## config.mk

```make
export PLATFORM = sky130hd
export DESIGN_NAME = cursor_trail_renderer
export DESIGN_NICKNAME = d
export VERILOG_FILES = /design/src/rtl/cursor_trail_renderer.sv
export SDC_FILE = /design/constraint.sdc
export NUM_CORES = 1
export LEC_CHECK = 0
export ABC_AREA = 0
export CORE_MARGIN = 2
export CORE_UTILIZATION = 57
export DETAILED_ROUTE_END_ITERATION = 16
export PLACE_DENSITY = 0.76
export SYNTH_ARGS = -nofsm -noshare
export SYNTH_HDL_FRONTEND = slang
export SYNTH_SLANG_ARGS = --single-unit
```

## constraint.sdc

```tcl
create_clock -name CLOCK -period 8.2 [get_ports CLOCK]
set_input_delay 2.05 -clock CLOCK [delete_from_list [all_inputs] [get_ports CLOCK]]
set_output_delay 2.05 -clock CLOCK [all_outputs]
set_load 0.02 [all_outputs]
```

## src/rtl/cursor_trail_renderer.sv

```systemverilog
// Renders a blinking cursor plus a circular trail of marked positions as RGB565
// pixel colour for the OLED driver's scan index, one registered cycle later.
module cursor_trail_renderer #(
    parameter int          TRAIL_DEPTH   = 16,
    parameter int          BLINK_DIV     = 3125000,
    parameter logic [15:0] CURSOR_COLOUR = 16'hFFFF,
    parameter logic [15:0] TRAIL_COLOUR  = 16'h07E0,
    parameter logic [15:0] BG_COLOUR     = 16'h0000
) (
    input  logic        CLOCK,
    input  logic        RESETN,
    input  logic        freeze,
    input  logic [7:0]  cursor_x,
    input  logic [7:0]  cursor_y,
    input  logic        mark,
    input  logic        clear,
    input  logic [12:0] pixel_index,
    output logic [15:0] oled_data,
    output logic [5:0]  trail_count,
    output logic        trail_full
);

    localparam int              PW          = $clog2(TRAIL_DEPTH);
    localparam int              BW          = (BLINK_DIV > 1) ? $clog2(BLINK_DIV) : 1;
    localparam logic [BW-1:0]   BLINK_LAST  = BW'(BLINK_DIV - 1);
    localparam logic [5:0]      DEPTH_COUNT = 6'(TRAIL_DEPTH);

    logic [6:0]    trail_x [TRAIL_DEPTH];
    logic [5:0]    trail_y [TRAIL_DEPTH];
    logic [PW-1:0] wr_ptr;
    logic [6:0]    last_x;
    logic [5:0]    last_y;
    logic [BW-1:0] blink_cnt;
    logic          blink_on;
    logic          mark_prev;

    logic [12:0]   pix_col;
    logic [12:0]   pix_row;
    logic          pix_valid;
    logic          cursor_hit;
    logic          trail_hit;
    logic          pos_valid;
    logic          is_dup;
    logic          accept;

    assign trail_full = (trail_count == DEPTH_COUNT);

    assign pos_valid = (cursor_x <= 8'd95) && (cursor_y <= 8'd63);
    assign is_dup    = ({1'b0, last_x} == cursor_x) && ({2'b0, last_y} == cursor_y);
    assign accept    = RESETN && mark && !mark_prev && !freeze && !clear && pos_valid &&
                       ((trail_count == 6'd0) || !is_dup);

    assign pix_col   = pixel_index % 13'd96;
    assign pix_row   = pixel_index / 13'd96;
    // Gate is needed: an off-range cursor_y could otherwise match rows past 63.
    assign pix_valid = (pixel_index <= 13'd6143);

    assign cursor_hit = (blink_on || freeze) &&
                        (pix_col == {5'b0, cursor_x}) && (pix_row == {5'b0, cursor_y});

    always_comb begin
        trail_hit = 1'b0;
        for (int unsigned i = 0; i < TRAIL_DEPTH; i++) begin
            if ((6'(i) < trail_count) &&
                (pix_col == {6'b0, trail_x[i]}) && (pix_row == {7'b0, trail_y[i]}))
                trail_hit = 1'b1;
        end
    end

    always_ff @(posedge CLOCK) begin
        if (!RESETN)
            oled_data <= BG_COLOUR;
        else if (!pix_valid)
            oled_data <= BG_COLOUR;
        else if (cursor_hit)
            oled_data <= CURSOR_COLOUR;
        else if (trail_hit)
            oled_data <= TRAIL_COLOUR;
        else
            oled_data <= BG_COLOUR;
    end

    always_ff @(posedge CLOCK) begin
        if (!RESETN) begin
            blink_cnt   <= '0;
            blink_on    <= 1'b1;
            mark_prev   <= 1'b0;
            trail_count <= '0;
            wr_ptr      <= '0;
            last_x      <= '0;
            last_y      <= '0;
        end else begin
            if (blink_cnt == BLINK_LAST) begin
                blink_cnt <= '0;
                blink_on  <= !blink_on;
            end else begin
                blink_cnt <= blink_cnt + 1'b1;
            end

            mark_prev <= mark;

            if (clear) begin
                trail_count <= '0;
                wr_ptr      <= '0;
            end else if (accept) begin
                wr_ptr <= wr_ptr + 1'b1;
                last_x <= cursor_x[6:0];
                last_y <= cursor_y[5:0];
                if (trail_count != DEPTH_COUNT)
                    trail_count <= trail_count + 6'd1;
            end
        end
    end

    // Storage needs no reset: entries at or beyond trail_count are never rendered.
    always_ff @(posedge CLOCK) begin
        if (accept) begin
            trail_x[wr_ptr] <= cursor_x[6:0];
            trail_y[wr_ptr] <= cursor_y[5:0];
        end
    end

endmodule

```

==> flow_summary.html, run 1 <==
<table>
<tr><th>Metric</th><th>Value</th></tr>
<tr><th colspan="2">Worst setup path</th></tr>
<tr><td>Worst R2R Path Depth</td><td>10</td></tr>
<tr><td>Element type at the critical path start</td><td>input pin</td></tr>
<tr><td>Critical setup path kind</td><td>input pin to flop</td></tr>
<tr><td>Required arrival time at the worst endpoint</td><td>8660 ps</td></tr>
<tr><td>Worst reg2reg path endpoint</td><td>oled_data[10]$_SDFF_PN0_</td></tr>
<tr><td>Kind of capture point of the worst setup path</td><td>flop</td></tr>
<tr><td>Crit-path max FO</td><td>23</td></tr>
<tr><td>Launch instance of the worst register-to-register path</td><td>trail_count[1]$_SDFFE_PP0P_</td></tr>
<tr><td>Arrival time worst endpoint</td><td>approximately 6600 ps</td></tr>
<tr><td>Minimum setup slack among reg-to-reg paths</td><td>between 4000 and 5000 ps</td></tr>
<tr><th colspan="2">Logic synthesis</th></tr>
<tr><td>Top cell type's share of synthesized area</td><td>roughly 49%</td></tr>
<tr><td>Number of unique standard cell types used by synthesis</td><td>86</td></tr>
<tr><td>Share of synthesized area occupied by flip-flops and latches</td><td>56.4%</td></tr>
<tr><td>Number of instances in the synthesized netlist</td><td>about 1.1k</td></tr>
<tr><td>Synth warn</td><td>0</td></tr>
<tr><td>Largest cells by area after synthesis</td><td>edfxtp_1 (49%), xor2_1 (7.8%), dfxtp_1 (7.7%)</td></tr>
<tr><td>Synth Cell Area</td><td>12800 µm²</td></tr>
<tr><td>Post-synth ARST share</td><td>0%</td></tr>
<tr><td>Number of enable-type register cells in the synthesized netlist</td><td>around 210</td></tr>
<tr><td>Largest area contributor in the netlist</td><td>edfxtp_1</td></tr>
<tr><td>Mean area per synthesized cell</td><td>12.0 µm²</td></tr>
<tr><td>Primary FF master, synth</td><td>edfxtp_1</td></tr>
<tr><td>Post-synthesis net count</td><td>1111</td></tr>
<tr><td>Post-synthesis register bit count</td><td>257</td></tr>
<tr><th colspan="2">Timing</th></tr>
<tr><td>Headroom to the max-slew limit</td><td>13.2%</td></tr>
<tr><td>Post-route clock period utilization</td><td>74.3%</td></tr>
<tr><td>Slew @ Worst Pin</td><td>around 1300 ps</td></tr>
<tr><td>Maximum achievable frequency</td><td>164 MHz</td></tr>
<tr><td>Final setup violation count</td><td>0</td></tr>
<tr><td>Final critical delay including setup and external delays</td><td>6090 ps</td></tr>
<tr><td>RSZ-0062 raised after global routing</td><td>false</td></tr>
<tr><td>Max Transition Viols Final</td><td>0</td></tr>
<tr><td>Number of failing hold endpoints at the final stage</td><td>0</td></tr>
<tr><td>Clk_skew</td><td>11.9 ps</td></tr>
<tr><td>Sum Neg Setup Slack</td><td>0 ps</td></tr>
<tr><td>Final worst setup slack</td><td>roughly 2100 ps</td></tr>
<tr><th colspan="2">Floorplan</th></tr>
<tr><td>Overall die area</td><td>~24000 µm²</td></tr>
<tr><td>Die Span Y</td><td>154 µm</td></tr>
<tr><td>Core Box Area</td><td>22000 µm²</td></tr>
<tr><td>Row cnt</td><td>54</td></tr>
<tr><td>I/O pin count</td><td>57</td></tr>
<tr><td>Die X</td><td>154 µm</td></tr>
<tr><td>Starting Density</td><td>around 58%</td></tr>
<tr><th colspan="2">Clocking</th></tr>
<tr><td>Maximum number of buffers from clock root to sink</td><td>3</td></tr>
<tr><td>Post-CTS clock slew at the launch and capture registers of the worst setup and hold paths</td><td>60 ps</td></tr>
<tr><td>Buffer type at the clock tree root</td><td>clkbuf_16</td></tr>
<tr><td>Later-pin clock latency in the skew report</td><td>540 ps</td></tr>
<tr><td>CTS tree</td><td>yes</td></tr>
<tr><td>Setup fix buffers added after clock tree synthesis</td><td>0</td></tr>
<tr><td>Total clock buffers created by CTS</td><td>27</td></tr>
<tr><td>Quantity of hold-fixing buffers added after cts</td><td>0</td></tr>
<tr><td>CTS H-tree depth</td><td>1</td></tr>
<tr><td>CTS Sinks</td><td>257</td></tr>
<tr><td>CTS-repair resized insts</td><td>0</td></tr>
<tr><th colspan="2">Drt</th></tr>
<tr><td>Detailed-routing iteration count for the pre-antenna-repair pass</td><td>6</td></tr>
<tr><td>Drt initial violations</td><td>972</td></tr>
<tr><td>Avg WL per Cell</td><td>20.8 µm</td></tr>
<tr><td>Antenna-violating nets left</td><td>0</td></tr>
<tr><td>Per-cell via count in the routed design</td><td>6.09</td></tr>
<tr><td># DRC</td><td>0</td></tr>
<tr><td>Sum of routed wire length over all layers</td><td>29400 µm</td></tr>
<tr><td>Total via count after detailed routing</td><td>8607</td></tr>
<tr><th colspan="2">Global routing</th></tr>
<tr><td>Remaining global-route overflow</td><td>0</td></tr>
<tr><td>Wire length of the first global-routing pass</td><td>46100 µm</td></tr>
<tr><td>Maximum number of pins on one net before global-route repair</td><td>32</td></tr>
<tr><td>Number of antenna violations at the first check in global routing</td><td>0</td></tr>
<tr><td>Total global routing track utilization</td><td>between 20 and 25%</td></tr>
<tr><td>Via count of the first global-routing pass</td><td>between 8k and 9k</td></tr>
<tr><th colspan="2">Finish</th></tr>
<tr><td>Share of post-route cells with drive strength above 1</td><td>8.73%</td></tr>
<tr><td>Antenna diode instance count</td><td>0</td></tr>
<tr><td>Nets</td><td>1155</td></tr>
<tr><td>Final Util</td><td>65.7%</td></tr>
<tr><td>Synthesis-to-finish area growth</td><td>12.6%</td></tr>
<tr><th colspan="2">Outcome</th></tr>
<tr><td>Run status</td><td>finished, final reports clean</td></tr>
<tr><th colspan="2">Placed design</th></tr>
<tr><td>Placer's final routability congestion estimate</td><td>0.878</td></tr>
<tr><td>Pre-CTS setup slack</td><td>1650 ps</td></tr>
<tr><td>Estimated wirelength of the detail-placed design</td><td>19200 µm</td></tr>
<tr><td>Quantity of I/O buffers inserted on ports</td><td>56</td></tr>
<tr><th colspan="2">Min path</th></tr>
<tr><td>Worst Hold Path Cells</td><td>1</td></tr>
<tr><td>Worst hold-check path type</td><td>flop to flop</td></tr>
<tr><td>Min-delay src</td><td>blink_cnt[0]$_SDFF_PP0_</td></tr>
<tr><td>Worst Hold Path EP</td><td>blink_cnt[0]$_SDFF_PP0_</td></tr>
<tr><th colspan="2">Flow run</th></tr>
<tr><td>Number of violations of the max-capacitance limit</td><td>0</td></tr>
<tr><th colspan="2">Power and ir drop</th></tr>
<tr><td>Overall power</td><td>between 2000 and 3000 µW</td></tr>
<tr><td>Leakage</td><td>~0.0047 µW</td></tr>
<tr><td>Max rail drop VDD</td><td>152 µV</td></tr>
<tr><td>Power density over cell area</td><td>slightly below 200 nW/µm²</td></tr>
</table>
-- worst max path at each step --
| stage | startpoint | endpoint | slack [ps] | cells after the start |
|---|---|---|---|---|
| 2_1_floorplan | pixel_index[8] | oled_data[10]$_SDFF_PN0_ | 3400 | 12 |
| 3_3_place_gp | pixel_index[12] | oled_data[10]$_SDFF_PN0_ | 1750 | 12 |
| 3_5_place_dp | pixel_index[12] | oled_data[10]$_SDFF_PN0_ | 1650 | 12 |
| 4_1_cts | pixel_index[12] | oled_data[10]$_SDFF_PN0_ | 2200 | 12 |
| 5_1_grt | pixel_index[12] | oled_data[10]$_SDFF_PN0_ | 1680 | 12 |
| 6_report | pixel_index[12] | oled_data[10]$_SDFF_PN0_ | 2110 | 12 |
-- sequential cells by signal, indices dropped and copies added, names as in the netlist --
register / cells
trail_count: 6
last_x: 7
oled_data: 2
blink_on: 1
blink_cnt: 22
wr_ptr: 4
mark_prev: 1
last_y: 6
trail_y: 96
trail_x: 112
-- cells in the final DEF, fill, tap and decap left out, types with 5 or more instances in the layout --
master	netlist	routed
a2111oi_0	7	7
a21oi_1	18	18
a31oi_1	8	8
and2_1	7	7
and3_1	6	6
buf_4	16	29
clkbuf_16	0	27
clkdlybuf4s50_1	0	56
clkinv_1	1	6
clkinv_2	0	7
dfxtp_1	49	49
edfxtp_1	208	208
ha_1	7	7
inv_1	14	14
mux2i_1	17	17
nand2_1	47	47
nand2b_1	8	8
nand3_1	30	30
nand4_1	30	30
nor2_1	70	70
nor2b_1	25	25
nor3_1	27	23
nor4_1	28	28
o2111ai_1	6	6
o211ai_1	5	5
o21ai_0	29	29
o22ai_1	6	6
or3_1	11	11
or4_1	6	6
xnor2_1	112	112
xor2_1	114	114
-- synth_stat cells (3+ instances only) --
library cell / n
clkbuf_1: 30
buf_1: 5
o211ai_1: 5
nand3_1: 30
o221ai_1: 3
buf_2: 15
a22o_1: 3
nor4_1: 28
and3_1: 6
a211oi_1: 4
a31oi_1: 8
buf_4: 16
nand4_1: 30
or3_1: 11
o21ai_0: 29
xnor2_1: 112
or2_2: 4
a2111oi_0: 7
xor2_1: 114
nand2b_1: 8
a32o_1: 3
o22ai_1: 6
dfxtp_1: 49
a31o_1: 3
ha_1: 7
a221o_1: 4
or4_1: 6
nor3b_1: 4
o31ai_1: 4
edfxtp_1: 208
and2_1: 7
nand2_1: 47
inv_1: 14
o2111ai_1: 6
nor3_1: 27
a211o_1: 3
mux2i_1: 17
o21a_1: 4
a21boi_0: 4
mux2_2: 3
a21oi_1: 18
buf_6: 3
nor2_1: 70
nor2b_1: 25
-- cells by family (layout without fill, tap and decap cells) --
| logic type | after synthesis | in the layout | share of synthesized area (%) |
|---|---|---|---|
| mux | 20 | 20 | 1.59 |
| buf+inv | 85 | 149 | 3.41 |
| flops | 257 | 257 | 56.4 |
| xor+xnor | 226 | 226 | 15.5 |
| compound gates | 154 | 154 | 9.15 |
| simple gates | 321 | 321 | 13.3 |
| fa+ha+maj | 7 | 7 | 0.684 |
-- layout make-up --
class                           count  area, µm²
Fill cell                        1604       7530
Timing Repair Buffer               85        778
Tap cell                          280        350
Multi-Input combinational cell    728       5170
Clock inverter                     16        120
Sequential cell                   257       7230
Clock buffer                       33        728
Inverter                           15       56.3
-- metrics by stage --
stage | cell area, µm² | std cells | hold WS (ps)
floorplan | 12800 | 1070 | 418
global placement | 13600 | 1365 | 430
detailed placement | 13600 | 1365 | 438
CTS | 14400 | 1414 | 447
global route | 14400 | 1414 | 460
finish | 14400 | 1414 | 445
-- worst max-delay path, cell delays in order --
cell and delay, ps:
clkdlybuf4s50_1 820, and3b_1 410, or3_1 380, a32oi_1 320, nand2_1 490, or3_1 500, a2111oi_0 840, nand3_1 150
nor3_1 200, a311o_1 160, nor3_1 50, a31oi_1 160
-- per-layer routing --
layer  track usage, %  up-vias  part of all wire (%)
met1             35.3     4188                    43
met2             40.6      353                    48
li1                 -     4013                     -
met5                0        -                     0
met3             2.90       53                   6.6
met4             7.25        0                   2.3
-- report_power, final --
part / switching (µW) / internal, µW / total [µW]
clock network: 496 / 664 / 1160
registers: 2.20 / 1410 / 1410
logic: 182 / 112 / 294
Note: power is estimated with default switching activity, not from simulation.
==> run 2, diff against run 1 <==
- clock period: 8.2 -> 5.7 ns (I/O delays scaled with it)
==> run 2 against run 1 <==
Effect of this change:
- worst hold slack barely moved
- combinational power up 52%
- clock-buffer cell count is 2 higher
- sequential share of layout area down 0.69 points
- global-route usage increased by 1.6 points
- flip-flop and latch count unchanged
- critical endpoint unchanged
==> flow_summary.html, run 2 (synthesis results as in run 1) <==
<table>
<tr><th>Metric</th><th>Value</th></tr>
<tr><th colspan="2">Outcome</th></tr>
<tr><td>Run status</td><td>finished, final reports clean</td></tr>
<tr><th colspan="2">Finish</th></tr>
<tr><td>Area of all placed cells without fillers</td><td>14600 µm²</td></tr>
<tr><td>Largest regs</td><td>trail_x (112), trail_y (96), blink_cnt (22)</td></tr>
<tr><td>Antenna diode instance count</td><td>0</td></tr>
<tr><td>Fill cells</td><td>1590</td></tr>
<tr><td>Share of post-route cells with drive strength above 1</td><td>10.2%</td></tr>
<tr><td>Nets</td><td>approximately 1.2k</td></tr>
<tr><td>Commonest cells after routing, fill and taps aside</td><td>edfxtp_1 (208), xor2_1 (114), xnor2_1 (112)</td></tr>
<tr><td>Synthesis-to-finish area growth</td><td>14.2%</td></tr>
<tr><td>Most common cell after layout, fill and taps aside</td><td>edfxtp_1</td></tr>
<tr><td>Register with the most flip-flops</td><td>trail_x</td></tr>
<tr><td>Flip-flop count of the largest register after layout</td><td>between 100 and 150</td></tr>
<tr><th colspan="2">Clocking</th></tr>
<tr><td>Later-pin clock latency in the skew report</td><td>about 550 ps</td></tr>
<tr><td>Post-CTS clock slew at the launch and capture registers of the worst setup and hold paths</td><td>70 ps</td></tr>
<tr><td>CTS tree</td><td>yes</td></tr>
<tr><td>Quantity of hold-fixing buffers added after cts</td><td>0</td></tr>
<tr><td>CTS-repair resized insts</td><td>0</td></tr>
<tr><td>Setup fix buffers added after clock tree synthesis</td><td>0</td></tr>
<tr><td>CTS Sinks</td><td>~260</td></tr>
<tr><td>Maximum number of buffers from clock root to sink</td><td>3</td></tr>
<tr><td>CTS H-tree depth</td><td>1</td></tr>
<tr><td>Buffer type at the clock tree root</td><td>clkbuf_16</td></tr>
<tr><td>Total clock buffers created by CTS</td><td>27</td></tr>
<tr><th colspan="2">Worst setup path</th></tr>
<tr><td>Critical setup path kind</td><td>input pin to flop</td></tr>
<tr><td>Crit-path max FO</td><td>16</td></tr>
<tr><td>Launch instance of the worst register-to-register path</td><td>trail_count[3]$_SDFFE_PP0P_</td></tr>
<tr><td>Worst reg2reg path endpoint</td><td>oled_data[10]$_SDFF_PN0_</td></tr>
<tr><td>Worst R2R Path Depth</td><td>12</td></tr>
<tr><td>Beginning of the critical path</td><td>pixel_index[11]</td></tr>
<tr><td>Kind of capture point of the worst setup path</td><td>flop</td></tr>
<tr><td>Required arrival time at the worst endpoint</td><td>6160 ps</td></tr>
<tr><td>Arrival time worst endpoint</td><td>5430 ps</td></tr>
<tr><td>Minimum setup slack among reg-to-reg paths</td><td>approximately 2300 ps</td></tr>
<tr><td>Element type at the critical path start</td><td>input pin</td></tr>
<tr><td>Last element of the critical path</td><td>oled_data[10]$_SDFF_PN0_</td></tr>
<tr><th colspan="2">Drt</th></tr>
<tr><td>Drt initial violations</td><td>about 810</td></tr>
<tr><td>Antenna-violating nets left</td><td>0</td></tr>
<tr><td>Detailed-routing iteration count for the pre-antenna-repair pass</td><td>5</td></tr>
<tr><td>Per-cell via count in the routed design</td><td>6.07</td></tr>
<tr><td>Avg WL per Cell</td><td>between 20 and 25 µm</td></tr>
<tr><td>Sum of routed wire length over all layers</td><td>30800 µm</td></tr>
<tr><td># DRC</td><td>0</td></tr>
<tr><td>Total via count after detailed routing</td><td>8706</td></tr>
<tr><th colspan="2">Floorplan</th></tr>
<tr><td>Starting Density</td><td>58.3%</td></tr>
<tr><td>I/O pin count</td><td>57</td></tr>
<tr><td>Row cnt</td><td>54</td></tr>
<tr><td>Core Box Area</td><td>approximately 22000 µm²</td></tr>
<tr><td>Overall die area</td><td>23700 µm²</td></tr>
<tr><td>Die Span Y</td><td>154 µm</td></tr>
<tr><td>Die X</td><td>approximately 150 µm</td></tr>
<tr><th colspan="2">Timing</th></tr>
<tr><td>Post-route clock period utilization</td><td>87.1%</td></tr>
<tr><td>RSZ-0062 raised after global routing</td><td>false</td></tr>
<tr><td>Headroom to the max-slew limit</td><td>15.5%</td></tr>
<tr><td>Maximum achievable frequency</td><td>about 200 MHz</td></tr>
<tr><td>Slew @ Worst Pin</td><td>1260 ps</td></tr>
<tr><td>Final setup violation count</td><td>0</td></tr>
<tr><td>Number of failing hold endpoints at the final stage</td><td>0</td></tr>
<tr><td>Clk_skew</td><td>about 17 ps</td></tr>
<tr><td>Sum Neg Setup Slack</td><td>0 ps</td></tr>
<tr><td>Final critical delay including setup and external delays</td><td>4960 ps</td></tr>
<tr><td>Max Transition Viols Final</td><td>0</td></tr>
<tr><th colspan="2">Power and ir drop</th></tr>
<tr><td>Max rail drop VDD</td><td>209 µV</td></tr>
<tr><td>Leakage</td><td>0.00478 µW</td></tr>
<tr><td>Power density over cell area</td><td>approximately 290 nW/µm²</td></tr>
<tr><th colspan="2">Global routing</th></tr>
<tr><td>Remaining global-route overflow</td><td>0</td></tr>
<tr><td>Total global routing track utilization</td><td>about a quarter</td></tr>
<tr><td>Number of antenna violations at the first check in global routing</td><td>0</td></tr>
<tr><td>Wire length of the first global-routing pass</td><td>48400 µm</td></tr>
<tr><td>Via count of the first global-routing pass</td><td>~8.5k</td></tr>
<tr><td>Maximum number of pins on one net before global-route repair</td><td>22</td></tr>
<tr><th colspan="2">Placed design</th></tr>
<tr><td>Placer's final routability congestion estimate</td><td>0.900</td></tr>
<tr><td>Quantity of I/O buffers inserted on ports</td><td>56</td></tr>
<tr><td>Estimated wirelength of the detail-placed design</td><td>21200 µm</td></tr>
<tr><td>Placement-stage cell area</td><td>13700 µm²</td></tr>
<tr><th colspan="2">Min path</th></tr>
<tr><td>Worst Hold Path Cells</td><td>1</td></tr>
<tr><td>Worst hold-check path type</td><td>flop to flop</td></tr>
<tr><th colspan="2">Flow run</th></tr>
<tr><td>Number of violations of the max-capacitance limit</td><td>0</td></tr>
</table>
[run 2: worst min path at each step]
stage / slack (ps) / startpoint / end
global route: 490 / blink_cnt[0]$_SDFF_PP0_ / blink_cnt[0]$_SDFF_PP0_
CTS: 450 / blink_cnt[0]$_SDFF_PP0_ / blink_cnt[0]$_SDFF_PP0_
finish: 450 / blink_cnt[0]$_SDFF_PP0_ / blink_cnt[0]$_SDFF_PP0_
detailed placement: 440 / blink_cnt[0]$_SDFF_PP0_ / blink_cnt[0]$_SDFF_PP0_
floorplan: 420 / blink_cnt[0]$_SDFF_PP0_ / blink_cnt[0]$_SDFF_PP0_
global placement: 430 / blink_cnt[0]$_SDFF_PP0_ / blink_cnt[0]$_SDFF_PP0_
[run 2: report_power, final]
part / internal [µW] / total [µW] / switching [µW]
sequential: 2030 / 2030 / 3.34
clock: 1070 / 1790 / 728
combinational: 172 / 446 / 273
[run 2: through the flow]
step | worst slack, ps | cells | hold WS (ps) | utilization, % | power [µW]
after detailed placement | 257 | 1384 | 436 | 62.5 | 2510
after CTS | 796 | 1434 | 450 | 66.6 | 4290
after global routing | 433 | 1434 | 486 | 66.6 | 4390
final | 736 | 1434 | 446 | 66.6 | 4270
after floorplan | 1530 | 1070 | 418 | - | 2370
after global placement | 418 | 1384 | 428 | 62.5 | 2500
[run 2: layer usage]
layer / vias up / GRT usage (%) / share of wire [%]
li1: 4054 / - / -
met1: 4228 / 36.1 / 43
met2: 358 / 43.5 / 47
met3: 66 / 3.80 / 6.8
met4: 0 / 9.35 / 3.6
met5: - / 0 / 0
[run 2: cell type report]
cell class | instances | area (µm²) | share of cell area [%]
multi-input cells | 728 | 5170 | 35.3
clock inverters | 15 | 203 | 1.39
well taps | 280 | 350 | 2.39
inverters | 15 | 56.3 | 0.385
repair buffers | 104 | 921 | 6.29
flip-flops and latches | 257 | 7230 | 49.4
clock buffers | 35 | 706 | 4.82
[run 2: critical path: stages]
cell,delay [ps]
clkdlybuf4s50_1,750
nand2b_1,220
o32a_1,410
a22o_1,310
and2_1,410
o21ai_4,640
xor2_1,160
or3b_2,490
o22ai_1,210
a2111o_1,180
nor3_1,50
a31oi_1,150
